<file path="src/rtl/second_level_merge.sv">
// Second merge-sort stage: merges adjacent sorted runs of RUN_LEN into runs of 2*RUN_LEN, one word per clock.
// Optional input-run order checking is compiled in with `define MERGE_ORDER_CHECK_EN.
module second_level_merge #(
    parameter int WORD_W    = 8,
    parameter int NUM_WORDS = 8,
    parameter int RUN_LEN   = 2
) (
    input  logic                        clock,
    input  logic                        reset,
    input  logic                        start,
    input  logic [NUM_WORDS*WORD_W-1:0] runs_in,
    output logic                        busy,
    output logic                        done,
    output logic [NUM_WORDS*WORD_W-1:0] runs_out,
    output logic                        run_err
);
    localparam int NUM_GROUPS = NUM_WORDS / (2 * RUN_LEN);
    localparam int PW = $clog2(RUN_LEN + 1);
    localparam int KW = (2 * RUN_LEN > 1) ? $clog2(2 * RUN_LEN) : 1;
    localparam int GW = (NUM_GROUPS > 1) ? $clog2(NUM_GROUPS) : 1;
    localparam int IW = $clog2(NUM_WORDS);
    localparam logic [PW-1:0] RUN_END = PW'(RUN_LEN);
    localparam logic [KW-1:0] K_LAST  = KW'(2 * RUN_LEN - 1);
    localparam logic [GW-1:0] G_LAST  = GW'(NUM_GROUPS - 1);

    typedef enum logic [1:0] {IDLE, LOAD, MERGE, DONE} state_t;

    state_t            state_reg;
    logic [WORD_W-1:0] in_buf   [NUM_WORDS];
    logic [WORD_W-1:0] out_buf  [NUM_WORDS];
    logic [WORD_W-1:0] out_next [NUM_WORDS];
    logic [WORD_W-1:0] in_words [NUM_WORDS];
    logic [PW-1:0]     ia_reg, ib_reg;
    logic [KW-1:0]     k_reg;
    logic [GW-1:0]     g_reg;
    logic [IW-1:0]     base, a_idx, b_idx, w_idx;
    logic [WORD_W-1:0] a_word, b_word, pick;
    logic              take_a;
    logic [NUM_WORDS*WORD_W-1:0] out_packed;

    // Word 0 sits in the MSBs of both packed buses.
    generate
        for (genvar gi = 0; gi < NUM_WORDS; gi++) begin : g_pack
            assign in_words[gi] = runs_in[(NUM_WORDS-1-gi)*WORD_W +: WORD_W];
            assign out_packed[(NUM_WORDS-1-gi)*WORD_W +: WORD_W] = out_next[gi];
        end
    endgenerate

    // Exhausted-run reads are masked, so an out-of-range b_idx is never used.
    always_comb begin
        base   = IW'(g_reg) * IW'(2 * RUN_LEN);
        a_idx  = base + IW'(ia_reg);
        b_idx  = base + IW'(RUN_LEN) + IW'(ib_reg);
        w_idx  = base + IW'(k_reg);
        a_word = (ia_reg < RUN_END) ? in_buf[a_idx] : '0;
        b_word = (ib_reg < RUN_END) ? in_buf[b_idx] : '0;
        take_a = (ia_reg < RUN_END) && ((ib_reg == RUN_END) || (a_word <= b_word));
        pick   = take_a ? a_word : b_word;
        out_next = out_buf;
        if (state_reg == MERGE) begin
            out_next[w_idx] = pick;
        end
    end

    always_ff @(posedge clock) begin
        if (reset) begin
            state_reg <= IDLE;
            busy      <= 1'b0;
            done      <= 1'b0;
            runs_out  <= '0;
            ia_reg    <= '0;
            ib_reg    <= '0;
            k_reg     <= '0;
            g_reg     <= '0;
            for (int i = 0; i < NUM_WORDS; i++) begin
                in_buf[i]  <= '0;
                out_buf[i] <= '0;
            end
        end else begin
            done <= 1'b0;
            case (state_reg)
                IDLE: begin
                    if (start) begin
                        for (int i = 0; i < NUM_WORDS; i++) begin
                            in_buf[i] <= in_words[i];
                        end
                        busy      <= 1'b1;
                        state_reg <= LOAD;
                    end
                end
                LOAD: begin
                    ia_reg    <= '0;
                    ib_reg    <= '0;
                    k_reg     <= '0;
                    g_reg     <= '0;
                    state_reg <= MERGE;
                end
                MERGE: begin
                    out_buf[w_idx] <= pick;
                    if (take_a) ia_reg <= ia_reg + 1'b1;
                    else        ib_reg <= ib_reg + 1'b1;
                    if (k_reg == K_LAST) begin
                        k_reg  <= '0;
                        ia_reg <= '0;
                        ib_reg <= '0;
                        if (g_reg == G_LAST) begin
                            // out_packed already carries this cycle's final write.
                            runs_out  <= out_packed;
                            done      <= 1'b1;
                            busy      <= 1'b0;
                            state_reg <= DONE;
                        end else begin
                            g_reg <= g_reg + 1'b1;
                        end
                    end else begin
                        k_reg <= k_reg + 1'b1;
                    end
                end
                DONE: state_reg <= IDLE;
                default: state_reg <= IDLE;
            endcase
        end
    end

`ifdef MERGE_ORDER_CHECK_EN
    logic [NUM_WORDS-2:0] pair_bad;
    logic                 run_err_reg;

    // Only neighbours inside the same run are compared; run boundaries are skipped.
    generate
        for (genvar gi = 0; gi < NUM_WORDS - 1; gi++) begin : g_order
            if (((gi + 1) % RUN_LEN) != 0) begin : g_inner
                assign pair_bad[gi] = (in_buf[gi] > in_buf[gi+1]);
            end else begin : g_edge
                assign pair_bad[gi] = 1'b0;
            end
        end
    endgenerate

    always_ff @(posedge clock) begin
        if (reset) begin
            run_err_reg <= 1'b0;
        end else if (state_reg == IDLE && start) begin
            run_err_reg <= 1'b0;
        end else if (state_reg == LOAD && (|pair_bad)) begin
            run_err_reg <= 1'b1;
        end
    end

    assign run_err = run_err_reg;
`else
    assign run_err = 1'b0;
`endif

endmodule

</file>
<file path="config.mk">
export PLATFORM = sky130hd
export DESIGN_NAME = second_level_merge
export DESIGN_NICKNAME = d
export VERILOG_FILES = /design/src/rtl/second_level_merge.sv
export SDC_FILE = /design/constraint.sdc
export NUM_CORES = 1
export LEC_CHECK = 0
export CAP_MARGIN = 15
export CELL_PAD_IN_SITES_DETAIL_PLACEMENT = 0
export CELL_PAD_IN_SITES_GLOBAL_PLACEMENT = 1
export CORE_MARGIN = 2
export CORE_UTILIZATION = 44
export CTS_BUF_LIST = sky130_fd_sc_hd__clkbuf_8
export DETAILED_ROUTE_END_ITERATION = 16
export GPL_TIMING_DRIVEN = 0
export PLACE_DENSITY = 0.84
export SLEW_MARGIN = 20
export SYNTH_ARGS = -nofsm -noshare
export SYNTH_HDL_FRONTEND = slang
export SYNTH_SLANG_ARGS = --single-unit
</file>
<file path="constraint.sdc">
create_clock -name clock -period 3.92 [get_ports clock]
set_input_delay 0.588 -clock clock [delete_from_list [all_inputs] [get_ports clock]]
set_output_delay 0.588 -clock clock [all_outputs]
set_load 0.05 [all_outputs]
</file>
==> impl_metrics.py <==
metrics = {
    "sta": {
        "final_hold_viol_count": 0,
        "drv_slew": 0,
        "post-route-min-period_ps": 3460,
        "fmax_mhz": 289,
        "worst_slew_pin_slew_ps": 635,
        "fin_skew_ps": 29.2,
        "grt_setup_unrepaired": "false",
        "setup_viol": 0,
        "slew_headroom": 0.577,
        "fin_setup_tns_ps": 0,
        "fin_crit_sh": 0.882,
        "whs_ps": 460,
    },
    "flow_run": {
        "drv_cap": 0,
    },
    "setup_path": {
        "crit_type": "register to register",
        "crit_required_ps": 4290,
        "cp.arrival_ps": 3830,
        "critPathMaxFanout": 10,
        "critPathCaptureType": "register",
        "startpoint_type": "register",
    },
    "placement": {
        "place_congestion": 0.872,
        "numPlacedInstances": 1049,
        "port-buffer-count": 131,
        "hpwl_mm": 14.6,
    },
    "clock_network": {
        "insertion_delay_ps": 540,
        "cts_root_buf": "clkbuf_8",
        "cts_buffer_depth": 3,
        "cts_tree": "yes",
        "htree_levels": 2,
        "postCtsSetupRepairBufs": 0,
        "cts_num_sinks": 203,
        "cts_resized": 0,
        "clkTransAtPathRegs_ps": 60,
        "numCtsBuffers": 35,
        "hold_buffers": 0,
    },
    "yosys": {
        "synth-seq-cells": 203,
        "ys_seq_area_frac": 0.575,
        "synth_area_mm2": 0.00818,
        "synthArstFlopShare": 0,
        "postSynthAreaPerCell_um2": 11.9,
        "synthCells": 688,
        "yosys_warnings": 0,
        "syn_nets": 768,
        "ys_types": 47,
        "synth_flop_cell": "dfxtp_1",
        "synth_edf_count": 64,
    },
    "global_route": {
        "grt_first_pass_wirelength_mm": 32.1,
        "grt_max_degree": 65,
        "gr-usage-all-layers": 0.205,
        "grt_pass1_vias": 6210,
        "grt_antenna_before_repair": 0,
        "overflow": 0,
    },
    "finish": {
        "top_regs": "in_buf: 64 flops, out_buf: 64 flops, runs_out: 64 flops",
        "utilization": 0.581,
        "area_growth_pct": 28.5,
        "drive_above_1_share": 0.141,
        "mostFrequentLayoutCells": "dfxtp_1, clkdlybuf4s50_1, nor2_1",
        "diodes": 0,
        "fin_cells": 1109,
        "nets": 937,
        "final_common_cell": "dfxtp_1",
    },
    "detailed_routing": {
        "drt_iter0_markers": 339,
        "wirelength_mm": 20.2,
        "avgRoutedWirePerCell_um": 18.2,
        "drc": 0,
        "via_per_inst": 5.55,
        "antenna_left": 0,
        "vias": 6155,
        "first_pass_iters": 5,
    },
    "floorplan": {
        "die_w_um": 140,
        "ios": 134,
        "die_y_um": 140,
        "dieArea_mm2": 0.0197,
        "core_area_mm2": 0.0181,
        "core.rowCount": 49,
        "floorplan.initialDensity": 0.452,
    },
    "power_and_ir_drop": {
        "power_w": 0.00595,
        "p_leak_nw": 3.71,
        "ir_drop_mv": 0.257,
        "p_per_area_mw_per_mm2": 566,
    },
    "run_status": {
        "run_status": "completed",
    },
    "hold_path": {
        "min_path_type": "register to register",
    },
}
-- layer usage --
metal | part of all wire | track usage | vias up | wire, um
li1 | - | - | 2898 | -
met2 | 0.48 | 0.346 | 235 | 9620
met4 | 0.030 | 0.0845 | 0 | 617
met5 | 0 | 0 | - | 0
met1 | 0.43 | 0.253 | 2971 | 8630
met3 | 0.068 | 0.0475 | 51 | 1370
-- cell usage after synthesis (4+ instances only) --
cell      number  area, um^2
nand3b_1       5        37.5
a32oi_1       32         280
o21ai_2        4        35.0
and2_1        55         344
nand2b_1      14        87.6
a21oi_1       11        55.1
o2bb2a_4       7         140
ha_1          13         163
o21ai_0       32         160
a211oi_1      60         450
edfxtp_1      64        1920
nor2_1        79         297
inv_1          5        18.8
nor2b_1       19         119
buf_2         15        75.1
mux4_2        15         338
clkbuf_1      30         113
nand2_1        6        22.5
dfxtp_1      139        2780
a22o_1        32         280
buf_4         12        90.1
a211oi_2       6        75.1
-- power breakdown --
part	switching (W)	leakage [nW]	internal (W)
clock network	0.000851	0.399	0.00106
registers	0.0000714	1.81	0.00242
logic	0.000937	1.50	0.000604
-- worst paths after layout --
check	start	to	slack, ps	depth (start not counted)
min	runs_out[26]	runs_out[26]	460	2
min reg2reg	runs_out[26]	runs_out[26]	460	2
max	ia_reg[0]	out_buf[54]	460	10
max reg2reg	ia_reg[0]	out_buf[54]	460	10
-- stage by stage --
step           instance area [um^2]  setup WS [ps]
3_3_place_gp                   9780           63.2
4_1_cts                       10500            425
2_1_floorplan                  8180            772
5_1_grt                       10500            247
3_5_place_dp                   9820            442
6_report                      10500            463
-- cells by family (layout without fill, tap and decap cells) --
| logic type | count (synthesis) | in the layout | synth area share |
|---|---|---|---|
| AO/OA/AOI/OAI | 195 | 195 | 0.196 |
| adder cells (fa/ha/maj) | 13 | 13 | 0.0199 |
| buffers and inverters | 63 | 255 | 0.0376 |
| flip-flops | 203 | 203 | 0.575 |
| multiplexers | 18 | 18 | 0.0450 |
| other | 1 | 1 | 0.000458 |
| AND/OR/NAND/NOR | 195 | 195 | 0.126 |
-- worst max-delay path, stage by stage (launching register included) --
cell      delay (ps)
dfxtp_1          370
buf_4            250
mux4_2           550
and2_1           200
ha_1             340
a21oi_1          350
a21boi_2         140
o31ai_4          540
o2bb2a_4         250
buf_4            220
a211oi_1         100
-- layout make-up --
cell class / instances / area, um^2
fill: 1488 / 7570
inverter: 5 / 18.8
buffer: 58 / 289
timing repair buffer: 132 / 1340
sequential: 203 / 4700
multi-input combinational: 422 / 3180
tap: 229 / 287
clock buffer: 43 / 592
clock inverter: 17 / 109
No activity file was read; power rests on OpenSTA's default activity.
